[src/rtl/mem_port_arbiter.sv]
// Memory port arbiter: IF / LSU / loader share one word memory, with a lock FSM for program download.
// Optional IF starvation guard enabled by defining MEM_ARB_STARVE_GUARD_EN.
module mem_port_arbiter #(
    parameter int unsigned STARVE_MAX = 4,
    parameter int unsigned MEM_ADDR_W = 32,
    parameter int unsigned WORD_W     = 32
) (
    input  logic                  clk,
    input  logic                  rst,
    input  logic                  if_req_i,
    input  logic                  lsu_req_i,
    input  logic                  ldr_req_i,
    input  logic [MEM_ADDR_W-1:0] if_addr_i,
    input  logic [MEM_ADDR_W-1:0] lsu_addr_i,
    input  logic [MEM_ADDR_W-1:0] ldr_addr_i,
    input  logic                  lsu_we_i,
    input  logic                  ldr_we_i,
    input  logic [WORD_W-1:0]     lsu_wdata_i,
    input  logic [WORD_W-1:0]     ldr_wdata_i,
    input  logic [3:0]            lsu_sel_i,
    input  logic [3:0]            ldr_sel_i,
    output logic                  if_gnt_o,
    output logic                  lsu_gnt_o,
    output logic                  ldr_gnt_o,
    output logic                  if_rvalid_o,
    output logic                  lsu_rvalid_o,
    output logic                  ldr_rvalid_o,
    output logic [WORD_W-1:0]     rdata_o,
    input  logic                  ldr_lock_i,
    output logic                  ldr_lock_ack_o,
    output logic [MEM_ADDR_W-1:0] mem_r_addr_o,
    output logic [MEM_ADDR_W-1:0] mem_w_addr_o,
    output logic                  mem_w_en_o,
    output logic [WORD_W-1:0]     mem_w_data_o,
    output logic [3:0]            mem_w_sel_o,
    input  logic [WORD_W-1:0]     mem_r_data_i
);

    typedef enum logic [1:0] {
        NORMAL,
        DRAIN,
        LOCKED
    } state_e;

    state_e state_q, state_d;

    logic              if_prio;
    logic              if_rvalid_q, lsu_rvalid_q, ldr_rvalid_q;
    logic              if_rvalid_d, lsu_rvalid_d, ldr_rvalid_d;
    logic [WORD_W-1:0] rdata_q, rdata_d;

`ifdef MEM_ARB_STARVE_GUARD_EN
    localparam int unsigned CNT_W = $clog2(STARVE_MAX + 1);
    localparam logic [CNT_W-1:0] STARVE_LIM = CNT_W'(STARVE_MAX);

    logic [CNT_W-1:0] starve_q, starve_d;

    assign if_prio = (starve_q == STARVE_LIM);

    always_comb begin
        starve_d = starve_q;
        if (if_gnt_o || state_q != NORMAL || state_d != NORMAL) begin
            starve_d = '0;
        end else if (if_req_i && starve_q != STARVE_LIM) begin
            starve_d = starve_q + 1'b1;
        end
    end

    always_ff @(posedge clk) begin
        if (rst) begin
            starve_q <= '0;
        end else begin
            starve_q <= starve_d;
        end
    end
`else
    assign if_prio = 1'b0;
`endif

    // Grants are combinational; the lock-request cycle may still grant, DRAIN lets that read return.
    always_comb begin
        state_d   = state_q;
        if_gnt_o  = 1'b0;
        lsu_gnt_o = 1'b0;
        ldr_gnt_o = 1'b0;
        unique case (state_q)
            NORMAL: begin
                if (lsu_req_i && !(if_req_i && if_prio)) begin
                    lsu_gnt_o = 1'b1;
                end else if (if_req_i) begin
                    if_gnt_o = 1'b1;
                end
                if (ldr_lock_i) begin
                    state_d = DRAIN;
                end
            end
            DRAIN: begin
                state_d = LOCKED;
            end
            LOCKED: begin
                if (ldr_lock_i) begin
                    ldr_gnt_o = ldr_req_i;
                end else begin
                    state_d = NORMAL;
                end
            end
            default: begin
                state_d = NORMAL;
            end
        endcase
    end

    always_comb begin
        mem_r_addr_o = '0;
        mem_w_addr_o = '0;
        mem_w_en_o   = 1'b0;
        mem_w_data_o = '0;
        mem_w_sel_o  = '0;
        if (lsu_gnt_o) begin
            mem_r_addr_o = lsu_addr_i;
            mem_w_addr_o = lsu_addr_i;
            mem_w_en_o   = lsu_we_i;
            mem_w_data_o = lsu_wdata_i;
            mem_w_sel_o  = lsu_we_i ? lsu_sel_i : 4'b0000;
        end else if (if_gnt_o) begin
            mem_r_addr_o = if_addr_i;
            mem_w_addr_o = if_addr_i;
        end else if (ldr_gnt_o) begin
            mem_r_addr_o = ldr_addr_i;
            mem_w_addr_o = ldr_addr_i;
            mem_w_en_o   = ldr_we_i;
            mem_w_data_o = ldr_wdata_i;
            mem_w_sel_o  = ldr_we_i ? ldr_sel_i : 4'b0000;
        end
    end

    always_comb begin
        if_rvalid_d  = if_gnt_o;
        lsu_rvalid_d = lsu_gnt_o && !lsu_we_i;
        ldr_rvalid_d = ldr_gnt_o && !ldr_we_i;
        rdata_d      = rdata_q;
        if (if_rvalid_d || lsu_rvalid_d || ldr_rvalid_d) begin
            rdata_d = mem_r_data_i;
        end
    end

    always_ff @(posedge clk) begin
        if (rst) begin
            state_q      <= NORMAL;
            if_rvalid_q  <= 1'b0;
            lsu_rvalid_q <= 1'b0;
            ldr_rvalid_q <= 1'b0;
            rdata_q      <= '0;
        end else begin
            state_q      <= state_d;
            if_rvalid_q  <= if_rvalid_d;
            lsu_rvalid_q <= lsu_rvalid_d;
            ldr_rvalid_q <= ldr_rvalid_d;
            rdata_q      <= rdata_d;
        end
    end

    assign if_rvalid_o    = if_rvalid_q;
    assign lsu_rvalid_o   = lsu_rvalid_q;
    assign ldr_rvalid_o   = ldr_rvalid_q;
    assign rdata_o        = rdata_q;
    assign ldr_lock_ack_o = (state_q == LOCKED);

endmodule

[config.mk]
export PLATFORM = sky130hd
export DESIGN_NAME = mem_port_arbiter
export DESIGN_NICKNAME = d
export VERILOG_FILES = /design/src/rtl/mem_port_arbiter.sv
export SDC_FILE = /design/constraint.sdc
export NUM_CORES = 1
export LEC_CHECK = 0
export ABC_AREA = 0
export BUFFER_PORTS_ARGS = -buffer_cell sky130_fd_sc_hd__buf_2
export CAP_MARGIN = 10
export CORE_AREA = 2 2 134 136
export DETAILED_ROUTE_END_ITERATION = 8
export DIE_AREA = 0 0 136 138
export GPL_TIMING_DRIVEN = 0
export PLACE_DENSITY_LB_ADDON = 0.12
export SETUP_SLACK_MARGIN = 0.02
export SKIP_CTS_REPAIR_TIMING = 1
export SYNTH_ARGS = -nofsm -noshare
export SYNTH_HDL_FRONTEND = slang
export SYNTH_SLANG_ARGS = --single-unit
export TNS_END_PERCENT = 100
[constraint.sdc]
create_clock -name clk -period 2.3 [get_ports clk]
set_clock_uncertainty 0.2 [all_clocks]
set_input_delay 0.46 -clock clk [delete_from_list [all_inputs] [get_ports clk]]
set_output_delay 0.46 -clock clk [all_outputs]
set_load 0.02 [all_outputs]
==> results of run 1 <==
## kinds of logic after synthesis
| logic type | count (synthesis) |
|---|---|
| and+or+nand+nor | 90 |
| AOI/OAI and AO/OA | 72 |
| buffers and inverters | 88 |
| muxes | 32 |
| DFF | 37 |
## flip-flops by register name, summed over array words and instances (netlist names)
name,count
lsu_rvalid_o,1
rdata_o,32
state_q,2
ldr_rvalid_o,1
if_rvalid_o,1
## cell usage in the layout (no fill, tap or decap), drive strengths merged, types with 4 or more instances in the layout
cell type	netlist	routed
clkbuf	18	20
nand2	13	13
a22o	32	32
buf	43	416
mux2i	32	32
inv	27	27
dfxtp	37	37
a32o	4	4
a222oi	26	26
nand2b	64	64
a22oi	5	5
## where the power goes
| part | internal, uW | switching [uW] | total (uW) | leakage [uW] |
|---|---|---|---|---|
| registers | 694 | 27.9 | 722 | 0.000306 |
| clock network | 386 | 242 | 629 | 0.0000655 |
| logic | 696 | 693 | 1390 | 0.00287 |
| total | 1780 | 963 | 2740 | 0.00324 |
## stage by stage
stage                     area (um2)  power [uW]
after floorplan                 2810        1410
after global placement          4820        1890
after detailed placement        4820        1900
after CTS                       4950        2550
after global routing            5890        2890
final                           5890        2740
## layout make-up
| type | count | area, um2 |
|---|---|---|
| Buffer | 61 | 587 |
| Clock buffer | 5 | 125 |
| Clock inverter | 1 | 5.00 |
| Fill cell | 1969 | 11600 |
| Inverter | 27 | 101 |
| Multi-Input combinational cell | 194 | 1580 |
| Sequential cell | 37 | 748 |
| Tap cell | 229 | 287 |
| Timing Repair Buffer | 370 | 2460 |
## worst max-delay path: cells and delay by family, from the launching register on
kind	cells	cell delay, ns
flip-flops	1	0.37
AO/OA/AOI/OAI	1	0.42
buffers and inverters	5	0.71
AND/OR/NAND/NOR	1	0.21
## how the worst max path moves through the flow
stage,start,endpoint,slack [ns],depth (start not counted)
after floorplan,ldr_lock_i,mem_w_addr_o[19],0.02,7
after global placement,lsu_req_i,mem_w_addr_o[30],-0.83,7
after detailed placement,lsu_req_i,mem_w_addr_o[30],-0.85,7
after CTS,state_q[1],mem_w_addr_o[30],-1.0,6
after global routing,state_q[0],mem_r_addr_o[30],-0.43,7
final,state_q[0],mem_r_addr_o[30],-0.36,7
## metal layers
| layer | GRT usage, % | routed length (um) |
|---|---|---|
| met4 | 3.45 | 144 |
| met1 | 19.1 | 6540 |
| met2 | 28.1 | 8560 |
| met3 | 4.58 | 1320 |
| met5 | 0 | 24 |
==> results by group, run 1 <==
Status
  • Outcome: finished, violations left
  • Failing checks: negative setup slack

Worst setup path
  • Library cell appearing most often on the critical path: sky130_fd_sc_hd__buf_6
  • Standard cell with the maximum stage delay on the critical path: sky130_fd_sc_hd__a222oi_1
  • Crit-path max cell delay: 0.42 ns
  • Series of cell instances along the critical path: and4b_1 -> buf_6 -> buf_8 -> a222oi_1 -> inv_1 -> buf_6 -> buf_6
  • Maximum fanout count along the critical path: 7
  • Type of element launching the critical path: register
  • Endpoint type of the worst setup path: output pin
  • WP data arrival: 2.00 ns
  • Reg2Reg Capture Point: rdata_o[24]
  • Required time of the critical path: 1.64 ns
  • Worst reg2reg path depth: 6
  • Register-to-register setup slack: roughly 0.41 ns
  • Path type of the worst setup path: register to output pin
  • Origin of the critical flop-to-flop path: state_q[0]

Layout
  • Diodes inserted: 0
  • Syn-to-layout area delta: 113%
  • Number of nets in the layout: between 900 and 1000
  • Fin util: 33.6%
  • Proportion of layout cells with a drive suffix above 1: ~64%
  • Final Instance Count excl. Fillers: between 900 and 1000

Placement
  • Half-perimeter wire length after detailed placement: around 14 mm
  • RD Place Congestion: approximately 0.9
  • Buffers added on ports: 346
  • Instance count after placement with tap cells included: 894
  • Worst Setup Slack post-DPL: -0.845 ns

Global routing
  • Maximum number of pins on one net before global-route repair: 11
  • Antenna violations before repair: 3
  • Number of global-route vias before repair: 3800
  • Total global-route track usage: 16.0%
  • Total grt overflow: 0
  • Global-route wire length before repair: between 20 and 25 mm

STA
  • Achievable clock frequency: between 300 and 400 MHz
  • Least-Margin Pin Slew: 0.493 ns
  • Final setup violation count: 91
  • Setup repair after global routing missed its margin: yes
  • Worst slew margin: around two thirds
  • Final count of pins violating max slew: 0
  • Final Hold Viols: 0
  • Final sum of negative setup slack: -16.83 ns
  • Final Hold Slack: around 0.23 ns
  • Min cycle time layout: approximately 2.7 ns
  • Fin crit share: 115%
  • Final worst setup slack: -0.355 ns

Synth
  • Warnings from Yosys: 0
  • Post-synth top area cell: sky130_fd_sc_hd__dfxtp_1
  • Post-synth top area share: 26.8%
  • Mapped Nets: 527
  • Instance count of the mapped netlist: 319
  • Mux cell area share after synthesis: 11.6%
  • EDFF count, synth: 0
  • Main flop type after synthesis: sky130_fd_sc_hd__dfxtp_1
  • Xor-xnor portion of the synthesized cell area: 0%
  • Largest family of logic cells by synthesized area: compound AO/OA/AOI/OAI gates
  • #FFs+latches synth: 37
  • Post-synthesis area per instance: a little under 9 um2
  • Post-synthesis cell type count: 26
  • Most common library cells after synthesis: sky130_fd_sc_hd__nand2b_1, sky130_fd_sc_hd__dfxtp_1, sky130_fd_sc_hd__a22o_1, sky130_fd_sc_hd__buf_4, sky130_fd_sc_hd__mux2i_1
  • Most frequent cell after synthesis: sky130_fd_sc_hd__nand2b_1
  • Fraction of the mapped netlist area in compound gates: approximately a quarter
  • Area fraction in and, or, nand and nor cells after synthesis: 19.6%
  • Fraction of synthesis flops using an asynchronous set or reset pin: 0%
  • Top area cells in the synthesized netlist: sky130_fd_sc_hd__dfxtp_1, sky130_fd_sc_hd__nand2b_1, sky130_fd_sc_hd__mux2i_1, sky130_fd_sc_hd__a22o_1, sky130_fd_sc_hd__a222oi_1
  • Area share of fa/ha/maj cells after synthesis: 0%
  • Post-synthesis sequential area ratio: 26.8%
  • Mapped Area: ~2800 um2

Route
  • DRC violation count after routing: 0
  • Detail-routed net length per standard cell: between 15 and 20 um
  • Detailed-router iteration count before antenna repair: 6
  • Iteration-0 DRC Markers: between 200 and 250
  • Total number of vias: just under 4000
  • Via count normalized by instance count: about 4.2
  • Residual antenna-violating net count after detailed routing: 0
  • Total Routed Length: 16.6 mm

Clock network
  • Total CTS buffers: 5
  • Clk_lat worst skew: roughly 0.28 ns
  • Max Root-Sink Buffers: 2
  • TritonCTS clock tree: built
  • Root buffer cell: sky130_fd_sc_hd__clkbuf_16
  • Total number of clock tree sinks: 37
  • Clock H-tree levels: 2
  • Clk pin slew, worst setup/hold paths: around 0.05 ns

Floorplanning
  • Total Die Area: 18800 um2
  • Top Ports: between 300 and 400
  • Number of placement rows: 49
  • Starting density of the core: between 10% and 20%
  • Core ar.: between 15000 and 20000 um2
  • Die Wd: ~140 um
  • Chip height: roughly 140 um

Job
  • Max-cap violations: 0

Power
  • Power per Cell Area: roughly 460 nW/um2
  • IR drop worst, VDD: between 0.0003 and 0.0004 V
  • Static leakage power: 0.00324 uW

Min path
  • Worst-case hold path end point: rdata_o[1]
  • Worst hold path cell count: 3
  • Kind of path behind the tightest hold check: primary input to register
  • Startpoint of the most critical hold path: mem_r_data_i[1]
No activity file was read; power rests on OpenSTA's default activity.
==> inputs of run 2 (changes only) <==
ABC_CLOCK_PERIOD_IN_PS = 2300   (was default)
PLACE_DENSITY_LB_ADDON = default   (was 0.12)
==> results by group, run 2 (synthesis results as in run 1) <==
Clock network
  • Root buffer cell: sky130_fd_sc_hd__clkbuf_16 (unchanged)
  • Total number of clock tree sinks: 37 (unchanged)
  • Clock H-tree levels: 2 (unchanged)
  • Clk pin slew, worst setup/hold paths: 0.06 ns (was 0.05 ns)
  • Clk_lat worst skew: 0.27 ns (was 0.28 ns)
  • TritonCTS clock tree: built (unchanged)
  • Max Root-Sink Buffers: 2 (unchanged)
  • Total CTS buffers: 5 (unchanged)

STA
  • Worst slew margin: 68.8% (was 67.1%)
  • Final count of pins violating max slew: 0 (unchanged)
  • Final Hold Slack: 0.235 ns (was 0.232 ns)
  • Final Hold Viols: 0 (unchanged)
  • Final worst setup slack: -0.393 ns (was -0.355 ns)
  • Achievable clock frequency: 371 MHz (was 377 MHz)
  • Fin crit share: 117% (was 115%)
  • Min cycle time layout: 2.69 ns (was 2.66 ns)
  • Setup repair after global routing missed its margin: yes (unchanged)
  • Final setup violation count: 95 (was 91)
  • Least-Margin Pin Slew: 0.468 ns (was 0.493 ns)

Status
  • Outcome: finished, violations left (unchanged)
  • Failing checks: negative setup slack (unchanged)

Layout
  • Most frequent standard cell in the layout excluding fill and tap cells: sky130_fd_sc_hd__buf_2 (unchanged)
  • Filler cell count in the final layout: 1878 (was 1969)
  • Fin util: 31.0% (was 33.6%)
  • Proportion of layout cells with a drive suffix above 1: 62.8% (was 64.0%)
  • Max FFs per register: 32 (unchanged)
  • Number of nets in the layout: 890 (was 904)
  • Syn-to-layout area delta: 96.8% (was 113%)
  • Most used cells in the layout excluding fill and tap cells: sky130_fd_sc_hd__buf_2, sky130_fd_sc_hd__nand2b_1, sky130_fd_sc_hd__buf_4 (was sky130_fd_sc_hd__buf_2, sky130_fd_sc_hd__buf_6, sky130_fd_sc_hd__nand2b_1)

Worst setup path
  • Maximum fanout count along the critical path: 10 (was 7)
  • WP data arrival: 2.03 ns (was 2.00 ns)
  • Path type of the worst setup path: register to output pin (unchanged)
  • Register-to-register setup slack: 0.47 ns (was 0.41 ns)
  • Type of element launching the critical path: register (unchanged)
  • Worst setup path start: state_q[0] (unchanged)
  • Reg2Reg Capture Point: rdata_o[26] (was rdata_o[24])
  • Endpoint type of the worst setup path: output pin (unchanged)
  • Origin of the critical flop-to-flop path: state_q[0] (unchanged)
  • Capturing element of the worst setup path: mem_w_addr_o[30] (was mem_r_addr_o[30])
  • Worst reg2reg path depth: 5 (was 6)
  • Required time of the critical path: 1.64 ns (about the same)

Power
  • Post-layout total power: 2650 uW (was 2740 uW)
  • Static leakage power: 0.00307 uW (was 0.00324 uW)
  • IR drop worst, VDD: 0.000303 V (was 0.000332 V)
  • Power per Cell Area: 487 nW/um2 (was 465 nW/um2)

Global routing
  • Global-route wire length before repair: 21.2 mm (was 22.8 mm)
  • Met2 routing resource usage after global routing: 25.2% (was 28.1%)
  • Fraction of met3 tracks used by global routing: 4.80% (was 4.58%)
  • Number of global-route vias before repair: 3637 (was 3800)
  • Antenna violations before repair: 10 (was 3)
  • Maximum number of pins on one net before global-route repair: 12 (was 11)
  • Global-route layer with the greatest usage: met2 (unchanged)
  • Total grt overflow: 0 (unchanged)
  • Total global-route track usage: 14.6% (was 16.0%)
  • Global-route met1 utilization: 17.8% (was 19.1%)

Route
  • DRC violation count after routing: 0 (unchanged)
  • Via count normalized by instance count: 4.15 (was 4.23)
  • Total Routed Length: 15.0 mm (was 16.6 mm)
  • Detail-routed net length per standard cell: 16.4 um (was 18.0 um)
  • Residual antenna-violating net count after detailed routing: 0 (unchanged)
  • Total number of vias: 3803 (was 3912)
  • Iteration-0 DRC Markers: 168 (was 210)
  • Detailed-router iteration count before antenna repair: 6 (unchanged)

Job
  • Max-cap violations: 0 (unchanged)

Placement
  • Buffers added on ports: 346 (unchanged)
  • RD Place Congestion: 0.834 (was 0.900)
  • Half-perimeter wire length after detailed placement: 12.5 mm (was 13.8 mm)
  • Worst Setup Slack post-DPL: -0.801 ns (was -0.845 ns)

Floorplanning
  • Number of placement rows: 49 (unchanged)
  • Chip height: 138 um (unchanged)
  • Top Ports: 348 (unchanged)
  • Starting density of the core: 15.8% (unchanged)
  • Total Die Area: 18800 um2 (unchanged)
  • Die Wd: 136 um (unchanged)
  • Core ar.: 17500 um2 (unchanged)

Min path
  • Kind of path behind the tightest hold check: primary input to register (unchanged)
[run 2: worst min-delay path by stage]
stage	end	depth (start not counted)	slack, ns	startpoint
2_1_floorplan	state_q[0]	1	0.31	state_q[1]
3_3_place_gp	rdata_o[0]	2	0.26	rdata_o[0]
3_5_place_dp	rdata_o[27]	2	0.26	rdata_o[27]
4_1_cts	state_q[1]	3	0.23	ldr_lock_i
5_1_grt	rdata_o[27]	3	0.23	mem_r_data_i[27]
6_report	rdata_o[6]	3	0.23	mem_r_data_i[6]
[run 2: critical path, cell delays in order (launching register included)]
cell                       delay, ns
sky130_fd_sc_hd__dfxtp_4        0.37
sky130_fd_sc_hd__and4b_2        0.28
sky130_fd_sc_hd__clkbuf_4       0.21
sky130_fd_sc_hd__a222oi_1       0.42
sky130_fd_sc_hd__inv_1          0.15
sky130_fd_sc_hd__buf_4          0.16
sky130_fd_sc_hd__buf_2          0.15
[run 2: stage by stage]
| step | area [um2] | TNS, ns | std cells |
|---|---|---|---|
| after floorplan | 2810 | 0 | 319 |
| after global placement | 4820 | -49.51 | 894 |
| after detailed placement | 4820 | -49.05 | 894 |
| after CTS | 4960 | -63.84 | 902 |
| after global routing | 5430 | -27.42 | 913 |
| final | 5440 | -16.97 | 916 |
[run 2: where the power goes]
group          internal, uW  switching (uW)
logic                   611             669
clock network           397             250
registers               694            27.4
total                  1700             947
[run 2: final cells by class]
| cell class | count | area, um2 | area share (%) |
|---|---|---|---|
| clock inverters | 2 | 10.0 | 0.184 |
| well taps | 229 | 287 | 5.27 |
| flip-flops and latches | 37 | 748 | 13.8 |
| diodes | 4 | 10.0 | 0.184 |
| multi-input cells | 194 | 1570 | 28.9 |
| clock buffers | 6 | 129 | 2.37 |
| plain buffers | 60 | 529 | 9.73 |
| repair buffers | 357 | 2050 | 37.7 |
| inverters | 27 | 101 | 1.86 |
[run 2: per-layer routing]
| metal | vias up | wire (um) |
|---|---|---|
| li1 | 1852 | - |
| met1 | 1721 | 5980 |
| met2 | 200 | 7340 |
| met3 | 20 | 1450 |
| met4 | 10 | 162 |
| met5 | - | 60 |
